### src/rtl/target.sv
// Bus-side responder: captures address/data strobes, owns a byte-wide register
// memory and completes each transfer with an ack. Reads are answered inline
// (optionally after a fixed delay) or as split transactions that re-arbitrate
// for the bus before returning data.
module target #(
  parameter int unsigned MEM_ADDR_W    = 6,
  parameter logic [7:0]  MEM_INIT_XOR  = 8'h00,
  parameter int unsigned READ_LATENCY  = 0,
  parameter bit          SPLIT_EN      = 1'b0,
  parameter int unsigned SPLIT_LATENCY = 4
) (
  input  logic        clk,
  input  logic        rst_n,
  input  logic [15:0] tgt_addr_in,
  input  logic        tgt_addr_in_valid,
  input  logic [7:0]  tgt_data_in,
  input  logic        tgt_data_in_valid,
  input  logic        tgt_rw,
  output logic        tgt_ready,
  output logic        tgt_ack,
  output logic        tgt_split_ack,
  output logic [7:0]  tgt_data_out,
  output logic        tgt_data_out_valid,
  output logic        tgt_split_req,
  input  logic        tgt_split_grant
);

  localparam int         DEPTH          = 1 << MEM_ADDR_W;
  // Counters are loaded with latency-1 so the wait state lasts exactly
  // `latency` cycles, including the cycle the state is entered.
  localparam logic [7:0] RD_CNT_INIT    = (READ_LATENCY  > 0) ? 8'(READ_LATENCY  - 1) : 8'd0;
  localparam logic [7:0] SPLIT_CNT_INIT = (SPLIT_LATENCY > 0) ? 8'(SPLIT_LATENCY - 1) : 8'd0;

  typedef enum logic [2:0] {
    S_IDLE,
    S_WR_COLLECT,
    S_WR_ACK,
    S_RD_DELAY,
    S_RD_RESP,
    S_SPLIT_WAIT,
    S_SPLIT_REQ,
    S_SPLIT_RESP
  } state_e;

  state_e                  state_q, state_d;
  logic [MEM_ADDR_W-1:0]   addr_q, addr_d;
  logic [7:0]              data_q, data_d;
  logic                    data_vld_q, data_vld_d;
  logic [7:0]              cnt_q, cnt_d;
  logic [7:0]              mem_q [DEPTH];

  logic                    wr_en;
  logic                    ready_q, ready_d;
  logic                    ack_q, ack_d;
  logic                    split_ack_q, split_ack_d;
  logic                    split_req_q, split_req_d;
  logic [7:0]              dout_q, dout_d;
  logic                    dval_q, dval_d;

  // The bus decoder has already selected this target; the high address bits
  // carry no information here.
  logic                    unused_addr_hi;
  assign unused_addr_hi = ^tgt_addr_in[15:MEM_ADDR_W];

  // Next-state logic: transfer sequencing and capture of address/data.
  always_comb begin
    // NOTE: every variable gets a default first so no path leaves it unassigned
    // (which would infer a latch).
    state_d    = state_q;
    addr_d     = addr_q;
    data_d     = data_q;
    data_vld_d = data_vld_q;
    cnt_d      = cnt_q;

    case (state_q)
      S_IDLE: begin
        if (tgt_addr_in_valid) begin
          addr_d = tgt_addr_in[MEM_ADDR_W-1:0];
          if (tgt_rw) begin
            if (tgt_data_in_valid) begin
              data_d     = tgt_data_in;
              data_vld_d = 1'b1;
            end
            state_d = (tgt_data_in_valid || data_vld_q) ? S_WR_ACK : S_WR_COLLECT;
          end else begin
            // A read makes any data that arrived ahead of an address stale.
            data_vld_d = 1'b0;
            if (SPLIT_EN) begin
              state_d = S_SPLIT_WAIT;
              cnt_d   = SPLIT_CNT_INIT;
            end else if (READ_LATENCY > 0) begin
              state_d = S_RD_DELAY;
              cnt_d   = RD_CNT_INIT;
            end else begin
              state_d = S_RD_RESP;
            end
          end
        end else if (tgt_data_in_valid) begin
          // Data may precede its address; hold it until the address shows up.
          data_d     = tgt_data_in;
          data_vld_d = 1'b1;
        end
      end

      S_WR_COLLECT: begin
        if (tgt_data_in_valid) begin
          data_d     = tgt_data_in;
          data_vld_d = 1'b1;
          state_d    = S_WR_ACK;
        end
      end

      S_WR_ACK: begin
        data_vld_d = 1'b0;
        state_d    = S_IDLE;
      end

      S_RD_DELAY: begin
        if (cnt_q == 8'd0) state_d = S_RD_RESP;
        else               cnt_d   = cnt_q - 8'd1;
      end

      S_RD_RESP: state_d = S_IDLE;

      S_SPLIT_WAIT: begin
        if (cnt_q == 8'd0) state_d = S_SPLIT_REQ;
        else               cnt_d   = cnt_q - 8'd1;
      end

      S_SPLIT_REQ: begin
        if (tgt_split_grant) state_d = S_SPLIT_RESP;
      end

      S_SPLIT_RESP: state_d = S_IDLE;

      default: state_d = S_IDLE;
    endcase
  end

  // Output next values, derived from the state being entered so every output
  // leaves a flop.
  always_comb begin
    wr_en       = (state_d == S_WR_ACK);
    ready_d     = (state_d inside {S_IDLE, S_WR_COLLECT});
    ack_d       = (state_d inside {S_WR_ACK, S_RD_RESP, S_SPLIT_RESP});
    dval_d      = (state_d inside {S_RD_RESP, S_SPLIT_RESP});
    split_ack_d = (state_d == S_SPLIT_WAIT) && (state_q != S_SPLIT_WAIT);
    split_req_d = (state_d == S_SPLIT_REQ);
    dout_d      = dval_d ? mem_q[addr_d] : dout_q;
  end

  // Control and output registers.
  always_ff @(posedge clk or negedge rst_n) begin
    if (!rst_n) begin
      state_q     <= S_IDLE;
      addr_q      <= '0;
      data_q      <= 8'h00;
      data_vld_q  <= 1'b0;
      cnt_q       <= 8'h00;
      ready_q     <= 1'b1;
      ack_q       <= 1'b0;
      split_ack_q <= 1'b0;
      split_req_q <= 1'b0;
      dout_q      <= 8'h00;
      dval_q      <= 1'b0;
    end else begin
      // NOTE: non-blocking assignments keep every flop updating from the
      // pre-edge values, independent of statement order.
      state_q     <= state_d;
      addr_q      <= addr_d;
      data_q      <= data_d;
      data_vld_q  <= data_vld_d;
      cnt_q       <= cnt_d;
      ready_q     <= ready_d;
      ack_q       <= ack_d;
      split_ack_q <= split_ack_d;
      split_req_q <= split_req_d;
      dout_q      <= dout_d;
      dval_q      <= dval_d;
    end
  end

  // Register memory: written on the edge that enters the write-ack state.
  always_ff @(posedge clk or negedge rst_n) begin
    if (!rst_n) begin
      // NOTE: the memory is deliberately part of the reset domain because its
      // contents after reset are architecturally defined, so it is built
      // from resettable flops rather than a RAM macro.
      for (int i = 0; i < DEPTH; i++) mem_q[i] <= 8'(i) ^ MEM_INIT_XOR;
    end else if (wr_en) begin
      mem_q[addr_d] <= data_d;
    end
  end

  assign tgt_ready          = ready_q;
  assign tgt_ack            = ack_q;
  assign tgt_split_ack      = split_ack_q;
  assign tgt_split_req      = split_req_q;
  assign tgt_data_out       = dout_q;
  assign tgt_data_out_valid = dval_q;

endmodule

### config.mk
export PLATFORM = sky130hd
export DESIGN_NAME = target
export DESIGN_NICKNAME = d
export VERILOG_FILES = /design/src/rtl/target.sv
export SDC_FILE = /design/constraint.sdc
export NUM_CORES = 1
export LEC_CHECK = 0
export ABC_AREA = 1
export BUFFER_PORTS_ARGS = -buffer_cell sky130_fd_sc_hd__clkbuf_2
export CELL_PAD_IN_SITES_DETAIL_PLACEMENT = 1
export CELL_PAD_IN_SITES_GLOBAL_PLACEMENT = 1
export CORE_MARGIN = 4
export CORE_UTILIZATION = 47
export DETAILED_ROUTE_END_ITERATION = 7
export PLACE_DENSITY = 0.77
export SLEW_MARGIN = 15
export SYNTH_ARGS = -nofsm -noshare
export SYNTH_HDL_FRONTEND = slang
export SYNTH_SLANG_ARGS = --single-unit
### constraint.sdc
create_clock -name clk -period 2.7 [get_ports clk]
set_clock_uncertainty 0.05 [all_clocks]
set_input_delay 0.54 -clock clk [delete_from_list [all_inputs] [get_ports clk]]
set_output_delay 0.54 -clock clk [all_outputs]
set_load 0.01 [all_outputs]
==> results of run 1 <==
## synthesized netlist by cell type, types with 3 or more instances
| cell type | instances | area (um^2) |
|---|---|---|
| clkbuf_1 | 162 | 608 |
| inv_1 | 26 | 97.6 |
| nor3_1 | 5 | 25.0 |
| inv_2 | 3 | 11.3 |
| nor3_4 | 5 | 81.3 |
| buf_2 | 24 | 120 |
| nand2_2 | 6 | 37.5 |
| clkinv_1 | 8 | 30.0 |
| buf_1 | 14 | 52.6 |
| nand2_1 | 1705 | 6400 |
| xor2_1 | 6 | 52.6 |
| nor2_2 | 6 | 37.5 |
| nand3_1 | 89 | 445 |
| o21ai_0 | 560 | 2800 |
| dfrtp_1 | 358 | 8960 |
| nor2_4 | 3 | 33.8 |
| dfstp_2 | 193 | 5070 |
| nor2_1 | 42 | 158 |
| buf_6 | 8 | 90.1 |
| o21ai_1 | 9 | 45.0 |
| nor3_2 | 3 | 30.0 |
| nand4_1 | 27 | 169 |
| o21ai_2 | 4 | 35.0 |
| a21oi_1 | 10 | 50.1 |
| nand2_4 | 4 | 45.0 |
| buf_4 | 4 | 30.0 |
## final cells by class
class                      count  share of cell area [%]
clock inverter                18                   0.638
multi-input combinational   2495                    34.2
tap                          696                    2.78
clock buffer                  96                    5.99
timing repair buffer         278                    11.2
sequential                   551                    44.7
inverter                      38                   0.522
## metrics by stage
| stage | power [mW] | hold WS, ns |
|---|---|---|
| 2_1_floorplan | 20.1 | 0.194 |
| 3_3_place_gp | 27.1 | 0.405 |
| 3_5_place_dp | 27.8 | 0.413 |
| 4_1_cts | 37.0 | 0.0858 |
| 5_1_grt | 39.7 | 0.123 |
| 6_report | 37.7 | 0.114 |
## routing by layer
layer	vias to the layer above	global-route usage (%)
li1	10800	-
met3	189	4.25
met4	0	11.7
met1	11800	39.0
met2	496	51.0
met5	-	0
## state kept, by name (all words and copies together), names as in the netlist
signal	flops
mem_q	512
cnt_q	8
data_q	8
tgt_data_out	8
addr_q	6
state_q	3
data_vld_q	1
tgt_ack	1
tgt_data_out_valid	1
tgt_ready	1
tgt_split_ack	1
tgt_split_req	1
## power groups by stage
stage	clock, mW	combinational, mW	sequential [mW]
after floorplan	0	7.74	12.4
after global placement	0	14.5	12.6
after detailed placement	0	15.0	12.8
after CTS	8.77	15.6	12.7
after global routing	9.12	17.5	13.1
final	8.62	16.3	12.8
## path summary, 6_finish.rpt
path | from | to | slack, ns | depth (start not counted)
setup reg to reg | state_q[1] | mem_q[379] | 0.008 | 12
min in group asynchronous | rst_n | mem_q[23] | 0.41 | 2
setup / recovery | state_q[1] | mem_q[379] | 0.008 | 12
max in group asynchronous | rst_n | mem_q[284] | 1.30 | 3
hold / removal | tgt_data_in[2] | data_q[2] | 0.11 | 3
hold reg to reg | cnt_q[7] | cnt_q[7] | 0.43 | 1
## kinds of logic (layout without fill, tap and decap cells)
kind of cell,after synthesis,count (layout),synth area share (%)
AND/OR/NAND/NOR,1901,1901,29.3
adder cells (fa/ha/maj),1,1,0.0488
XOR/XNOR,7,7,0.239
other,1,1,0.0146
flip-flops,551,551,54.7
buffers and inverters,251,430,4.14
AO/OA/AOI/OAI,585,585,11.5
## critical path: cells and delay by family, from the launching register on
family | cells | cell delay (ns)
buf+inv | 5 | 0.75
flops | 1 | 0.45
simple gates | 5 | 0.86
compound gates | 2 | 0.43
## cell usage in the layout, fill, tap and decap left out, types with 2 or more instances in the layout
cell type	n
nand4_1	27
clkinv_2	11
o21ai_1	25
nand3_1	86
bufinv_16	4
clkbuf_2	31
o21ai_0	542
nand2_1	1698
nor4_1	2
nand2_4	6
clkbuf_16	63
nor3_1	4
xor2_1	6
nor3_4	8
buf_4	123
dfstp_2	193
buf_6	6
buf_8	2
nand2_8	2
clkbuf_1	13
inv_4	3
buf_12	112
nand3_2	4
a21oi_1	10
or2_2	2
dfrtp_1	357
nor2_1	36
inv_1	24
nor2_4	13
nor2_2	2
nand2_2	9
inv_6	2
o21ai_4	2
o21ai_2	4
clkbuf_8	22
inv_2	10
## what timing repair did
item,CTS,global route
buffers inserted,13,10
pin swaps,7,6
endpoints found under the setup margin,414,362
hold buffers,1,0
cloned,0,3
hold endpoints to repair,19,0
gates resized for setup,17,44
==> results.toml, run 1 <==
[worst_setup_path]
max_stage_delay_ns = 0.45
crit_path_cell_trace = "nor2_4 -> buf_4 -> nand3_2 -> buf_4 -> or2_2 -> o21ai_4 -> inv_4 -> nor3_4 -> buf_6 -> buf_4 -> nand2_4 -> o21ai_0"
worst_path_most_repeated_cell = "buf_4"
worstPathArrival_ns = 3.16
cp.required_ns = 3.17
crit_type = "reg2reg"
critPathSlowestCell = "dfrtp_2"
path_max_fanout = 16
crit_path_end_kind = "flop"
cp-start-kind = "flop"

[sta]
finalHoldViolCount = 0
maxSlewViolCount = 0
fmax_mhz = 372
fin_crit_ns = 2.69
setup_violations = 0
rsz0062_at_grt = "true"
period_share_pct = 99.7
setup_slack_ns = 0.00824
relSlewSlack_pct = 62.9
tightest_slew_ns = 0.556
final.setup.tns_ns = 0

[power_and_ir_drop]
p_sw_mw = 15.8
p_int_mw = 21.9
switching_share_pct = 41.9
pwr-share-clk_pct = 22.8
seqPwrFrac_pct = 33.9
p_comb_share_pct = 43.3
ir_drop_v = 0.000686
leakage_nw = 14.9
p_per_area_nw_per_um2 = 1200

[detailed_routing]
drt_iter0_markers = 1470
wl_met3_um = 4150
met1_length_um = 37800
ant_nets = 0
dr.pass1.iters = 5
top_layer = "met4"
wl_per_cell_um = 21.4
drc = 0
wl_met2_um = 43700
routed_wl_um = 89300
vias = 23200
avgViaCountPerCell = 5.57

[logic_synthesis]
synth_flop_cell = "dfrtp_1"
ys_seq_area_share_pct = 54.7
ys_types = 37
syn_area_um2 = 25600
syn_avg_cell_area_um2 = 7.77
ys_ff_latch = 551
synth_enable_flop_cells = 0
synth-async-reset-ratio_pct = 100
ys_warn_count = 0
syn_nets = 3328
netlist_instances = 3297

[cts]
cts_tree = "yes"
cts-root-buf = "clkbuf_16"
cts_buffers = 60
cts_max_level = 2
clock_latency_ns = 0.65
cts_buffer_depth = 3
clk_pin_slew_worst_paths_ns = 0.06
numClockSinks = 551

[die]
initial_core_util_pct = 47.5
die_x_um = 242
io_pins = 43
die_height_um = 242
core-area_um2 = 53900
rows = 85
dieArea_um2 = 58300

[final_layout]
final-instance-count-excl-fill = 4172
syn2layout_area_growth_pct = 22.4
multi_input_area_um2 = 10700
ff_latch_area_um2 = 14000
post-route-util_pct = 58.2
stdcell_area_um2 = 31400
nFillCells = 6410
drive_gt1_share_pct = 18.4
finalNetCount = 3455
antenna_cells = 0

[worst_hold_path]
min_path_type = "in2reg"

[placed_design]
place_hpwl_um = 55700
globalplace.congestion = 0.877
pre_cts_ws_ns = -0.407
dp_cells = 4031
placed_area_um2 = 28700
io_buffers = 32

[run_status]
status = "complete, no violations"

[run]
cap_violations = 0

[grt]
grt_max_degree = 81
track_usage_pct = 29.9
grt_pass1_wl_um = 140000
grt_pass1_vias = 25100
grt-ovfl-total = 0
antenna_found_initial = 0
(Power assumes the default switching activity.)
==> run 2: changes to the inputs <==
--- a/config.mk
+++ b/config.mk
@@ -10,9 +10,9 @@
 export CELL_PAD_IN_SITES_DETAIL_PLACEMENT = 1
 export CELL_PAD_IN_SITES_GLOBAL_PLACEMENT = 1
 export CORE_MARGIN = 4
-export CORE_UTILIZATION = 47
+export CORE_UTILIZATION = 30
 export DETAILED_ROUTE_END_ITERATION = 7
-export PLACE_DENSITY = 0.77
+export PLACE_DENSITY = 0.53
 export SLEW_MARGIN = 15
 export SYNTH_ARGS = -nofsm -noshare
 export SYNTH_HDL_FRONTEND = slang
==> run 2 against run 1 <==
  * Worst setup slack better by 0.10 ns
  * First-iteration DRC count fell by 14%
  * Die area is 55% higher
  * Flip-flop and latch count stayed put
  * Highest routed layer unchanged
  * Sequential share of layout area down 0.90 points
  * Non-clock buffer count up 9
  * Fmax increased by 4.0%
  * Design area is 2.1% higher
  * Global-route usage fell by 9.4 points
  * Critical path type unchanged
  * Combinational power increased by 5%
  * Critical path depth grew 2
  * Critical endpoint is now tgt_data_out[6]
==> results.toml, run 2 (synthesis results as in run 1) <==
[run_status]
status = "complete, no violations"

[final_layout]
drive_gt1_share_pct = 19.3
layout.cells.most_common = "nand2_1"
regMostFlops = "mem_q"
finalNetCount = 3474
final_cell_mix = "nand2_1, o21ai_0, dfrtp_1, dfstp_2, buf_4"
nFillCells = 9985
multi_input_area_um2 = 10800
post-route-util_pct = 38.0
syn2layout_area_growth_pct = 24.9
largest_reg_flops = 512
ff_latch_area_um2 = 14000
antenna_cells = 0

[grt]
track_usage_pct = 20.5
antenna_found_initial = 0
grt_pass1_wl_um = 143000
grt_max_degree = 79
grt_pass1_vias = 23400
grt-ovfl-total = 0

[cts]
cts-root-buf = "clkbuf_16"
cts_tree = "yes"
clk_pin_slew_worst_paths_ns = 0.06
numClockSinks = 551
clock_latency_ns = 0.62
cts_buffers = 69
cts_buffer_depth = 3
cts_max_level = 3

[sta]
finalHoldViolCount = 0
maxSlewViolCount = 0
period_share_pct = 95.8
fmax_mhz = 386
setup_violations = 0
setup_slack_ns = 0.112
fin_crit_ns = 2.59
holdWs_ns = 0.198

[die]
die_x_um = 300
rows = 106
io_pins = 43
initial_core_util_pct = 30.4
core-area_um2 = 84200
die_height_um = 300
dieArea_um2 = 90200

[worst_setup_path]
critPathTopFamily = "simple AND/OR/NAND/NOR gates"
worst_path_most_repeated_cell = "buf_4"
crit_type = "reg2reg"
cp.required_ns = 3.13
crit_path_end_kind = "flop"
cp-start-kind = "flop"
cp_num_buf_inv = 4
worstPathArrival_ns = 3.02
critPathSlowestCell = "dfrtp_2"
path_max_fanout = 13
crit_path_cell_trace = "nor2_4 -> buf_4 -> nand4_1 -> nand2_2 -> nor2_4 -> buf_4 -> buf_12 -> nand2_1 -> nand2_1 -> o21ai_0 -> buf_4 -> nand3_1 -> nor2_2 -> a21oi_1"
max_stage_delay_ns = 0.44

[placed_design]
place_hpwl_um = 60300
pre_cts_ws_ns = -0.267
io_buffers = 32
globalplace.congestion = 0.814

[worst_hold_path]
min_path_type = "in2reg"

[detailed_routing]
dr.pass1.iters = 5
drt_iter0_markers = 1259
vias = 22300
routed_wl_um = 93100
avgViaCountPerCell = 4.80
ant_nets = 0
drc = 0
wl_per_cell_um = 20.1

[power_and_ir_drop]
p_per_area_nw_per_um2 = 1220
leakage_nw = 14.9
ir_drop_v = 0.000733

[run]
cap_violations = 0
-- run 2: cell count changes in the layout (fill, tap and decap cells not counted), sizes merged --
cell / previous run / this run
clkbuf: 129 / 144
buf: 244 / 251
bufinv: 5 / 2
clkinv: 11 / 15
nand3: 91 / 92
-- run 2: repair_timing --
action | in CTS | in global routing
buffers inserted | 1 | 12
setup endpoints to repair | 182 | 453
cloned | 1 | 5
endpoints found under the hold margin | 20 | 0
pin swaps | 4 | 14
hold buffers | 1 | 0
gates resized for setup | 16 | 70
-- run 2: path summary, 6_finish.rpt --
path | start | to | slack [ns] | cells after the start
worst max-delay path | state_q[1] | tgt_data_out[6] | 0.11 | 14
worst min-delay path | tgt_data_in[3] | data_q[3] | 0.20 | 3
worst max register to register | state_q[1] | tgt_data_out[6] | 0.11 | 14
worst min register to register | cnt_q[7] | cnt_q[7] | 0.42 | 1
max in group asynchronous | rst_n | mem_q[90] | 1.35 | 3
min in group asynchronous | rst_n | cnt_q[3] | 0.42 | 2
-- run 2: cell type report --
class / count / area share [%]
clock inverter: 19 / 0.445
inverter: 38 / 0.508
tap: 1134 / 4.43
multi-input combinational: 2496 / 33.6
timing repair buffer: 287 / 10.6
clock buffer: 109 / 6.56
sequential: 551 / 43.8
-- run 2: through the flow --
| stage | setup TNS, ns | power [mW] | cells | instance area (um^2) |
|---|---|---|---|---|
| after floorplan | 0 | 20.1 | 3297 | 25600 |
| after global placement | -26.89 | 28.6 | 4486 | 29300 |
| after detailed placement | -62.12 | 28.9 | 4486 | 29300 |
| after CTS | -0.00440 | 38.7 | 4617 | 31600 |
| after global routing | -0.0992 | 41.5 | 4634 | 32000 |
| final | 0 | 39.0 | 4634 | 32000 |
-- run 2: worst reg2reg max path, cell delays in order, from the launching register on --
cell     delay [ns]
dfrtp_2        0.44
nor2_4         0.21
buf_4          0.17
nand4_1        0.13
nand2_2        0.17
nor2_4         0.09
buf_4          0.15
buf_12         0.14
nand2_1        0.07
nand2_1        0.06
o21ai_0        0.20
buf_4          0.15
nand3_1        0.18
nor2_2         0.20
a21oi_1        0.08
-- run 2: routing by layer --
metal | part of all wire (%) | GRT usage, %
met3 | 2.7 | 2.36
met5 | 0 | 0
met2 | 48 | 34.6
met1 | 47 | 28.0
met4 | 2.5 | 5.93
-- run 2: report_power, final --
group / switching [mW] / total [mW] / internal [mW] / leakage (nW)
clock: 3.76 / 9.21 / 5.45 / 1.12
combinational: 11.1 / 17.1 / 6.00 / 6.92
sequential: 1.37 / 12.7 / 11.3 / 6.90
total: 16.2 / 39.0 / 22.7 / 14.9
==> run 3: changes to the inputs <==
--- a/config.mk
+++ b/config.mk
@@ -6,7 +6,7 @@
 export NUM_CORES = 1
 export LEC_CHECK = 0
 export ABC_AREA = 1
-export BUFFER_PORTS_ARGS = -buffer_cell sky130_fd_sc_hd__clkbuf_2
+export BUFFER_PORTS_ARGS = -buffer_cell sky130_fd_sc_hd__buf_2
 export CELL_PAD_IN_SITES_DETAIL_PLACEMENT = 1
 export CELL_PAD_IN_SITES_GLOBAL_PLACEMENT = 1
 export CORE_MARGIN = 4
==> run 3 against run 2 <==
  * Routed wire length is 0.59% lower
  * Combinational power hardly changed
  * Core utilization is 0.57 points higher
  * Cell count is 0.15% higher
  * Via count is 0.52% higher
  * Worst setup slack worse by 0.047 ns
  * Flip-flop and latch count stayed put
  * Critical path type unchanged
  * Critical endpoint is now tgt_data_out[3]
==> results.toml, run 3 (synthesis results as in run 1) <==
[run_status]
status = "complete, no violations"

[sta]
setup_violations = 0
rsz0062_at_grt = "true"
tightest_slew_ns = 0.724
fin_crit_ns = 2.63
finalHoldViolCount = 0
maxSlewViolCount = 0
fmax_mhz = 380
period_share_pct = 97.6
relSlewSlack_pct = 51.7
holdWs_ns = 0.201

[cts]
cts_max_level = 3
numClockSinks = 551
clk_pin_slew_worst_paths_ns = 0.06
cts-root-buf = "clkbuf_16"
clock_latency_ns = 0.62
cts_buffers = 71
cts_tree = "yes"
cts_buffer_depth = 3

[die]
dieArea_um2 = 90200
initial_core_util_pct = 30.4
die_x_um = 300
io_pins = 43
core-area_um2 = 84200
rows = 106
die_height_um = 300

[worst_setup_path]
crit_path_end_kind = "flop"
cp.required_ns = 3.13
cp-start-kind = "flop"
path_max_fanout = 6
cp_num_buf_inv = 9
crit_type = "reg2reg"
worst_path_most_repeated_cell = "buf_4"
worstPathArrival_ns = 3.07
critPathTopFamily = "buffers and inverters"
critPathSlowestCell = "dfrtp_1"
crit_path_cell_trace = "inv_2 -> buf_4 -> nand3_4 -> buf_6 -> inv_4 -> buf_4 -> o21ai_4 -> buf_4 -> buf_4 -> nor3_2 -> buf_6 -> buf_4 -> o21ai_0 -> nand3_1 -> nor2_2 -> a21oi_1"
max_stage_delay_ns = 0.43

[final_layout]
regMostFlops = "mem_q"
drive_gt1_share_pct = 18.9
stdcell_area_um2 = 32500
finalNetCount = 3479
largest_reg_flops = 512
final-instance-count-excl-fill = 4641
post-route-util_pct = 38.6
final_cell_mix = "nand2_1, o21ai_0, dfrtp_1, dfstp_2, buf_12"
syn2layout_area_growth_pct = 26.8
multi_input_area_um2 = 10700
layout.cells.most_common = "nand2_1"
ff_latch_area_um2 = 14000
nFillCells = 9933

[power_and_ir_drop]
ir_drop_v = 0.000630
leakage_nw = 15.1
p_per_area_nw_per_um2 = 1200
p_total_mw = 39.0

[detailed_routing]
dr.pass1.iters = 5
routed_wl_um = 92600
avgViaCountPerCell = 4.82
wl_per_cell_um = 20.0
drt_iter0_markers = 1126
drc = 0
ant_nets = 0
vias = 22400

[grt]
antenna_found_initial = 2
grt_max_degree = 114
grt-ovfl-total = 0
grt_pass1_vias = 23400
grt_pass1_wl_um = 143000
track_usage_pct = 20.5

[worst_hold_path]
min_path_type = "in2reg"

[placed_design]
placed_area_um2 = 29500
dp_cells = 4480
io_buffers = 32
place_hpwl_um = 60200
globalplace.congestion = 0.811

[run]
cap_violations = 0
==> run 3: cell count changes in the layout (fill, tap and decap cells not counted), moves of 5 or more <==
cell	change
o21ai_1	+11
buf_12	+32
buf_4	-26
buf_2	+30
nand2_4	-7
nand2_1	+11
clkinv_2	-6
nand2_2	-5
o21ai_0	-10
clkbuf_2	-31
==> run 3: final cells by class <==
type | instances | area share [%]
diodes | 1 | 0.00770
clock buffers | 117 | 6.78
clock inverters | 14 | 0.504
inverters | 38 | 0.497
multi-input cells | 2495 | 33.0
flip-flops and latches | 551 | 43.2
well taps | 1134 | 4.37
repair buffers | 291 | 11.7
==> run 3: worst paths after layout <==
path                                     start         endpoint  slack [ns]  depth (start not counted)
worst max-delay path                state_q[0]  tgt_data_out[3]        0.07                         16
worst min-delay path            tgt_data_in[1]        data_q[1]        0.20                          3
worst max register to register      state_q[0]  tgt_data_out[3]        0.07                         16
worst min register to register      mem_q[268]       mem_q[268]        0.42                          2
max in group asynchronous                rst_n       mem_q[290]        1.36                          3
min in group asynchronous                rst_n       mem_q[178]        0.32                          2
==> run 3: power breakdown <==
group	switching (mW)	total, mW	internal, mW
clock	3.74	9.59	5.85
sequential	1.36	12.7	11.3
combinational	11.0	16.8	5.81
total	16.0	39.0	23.0
==> run 3: layer usage <==
layer  track usage [%]  part of all wire [%]
met1              28.1                    47
met2              34.3                    47
met3              2.35                   2.7
met4              5.55                   2.5
met5                 0                     0
==> run 3: worst register-to-register path, delay by kind of cell (launching register included) <==
family	cells	cell delay (ns)
buffers and inverters	9	1.09
DFF	1	0.43
and+or+nand+nor	4	0.57
AOI/OAI and AO/OA	3	0.37
==> run 3: timing repair <==
action / 4_1_cts / 5_1_grt
gates resized for setup: 21 / 59
hold buffers: 1 / 0
pin swaps: 5 / 15
hold endpoints to repair: 49 / 0
setup endpoints to repair: 513 / 316
buffers inserted: 12 / 14
gates cloned: 0 / 2
==> run 3: stage by stage <==
| step | setup slack (ns) | setup TNS (ns) |
|---|---|---|
| global placement | -0.597 | -163.14 |
| finish | 0.0656 | 0 |
| floorplan | 0.363 | 0 |
| global route | -0.0150 | -0.0913 |
| CTS | 0.00281 | 0 |
| detailed placement | -0.499 | -150.21 |
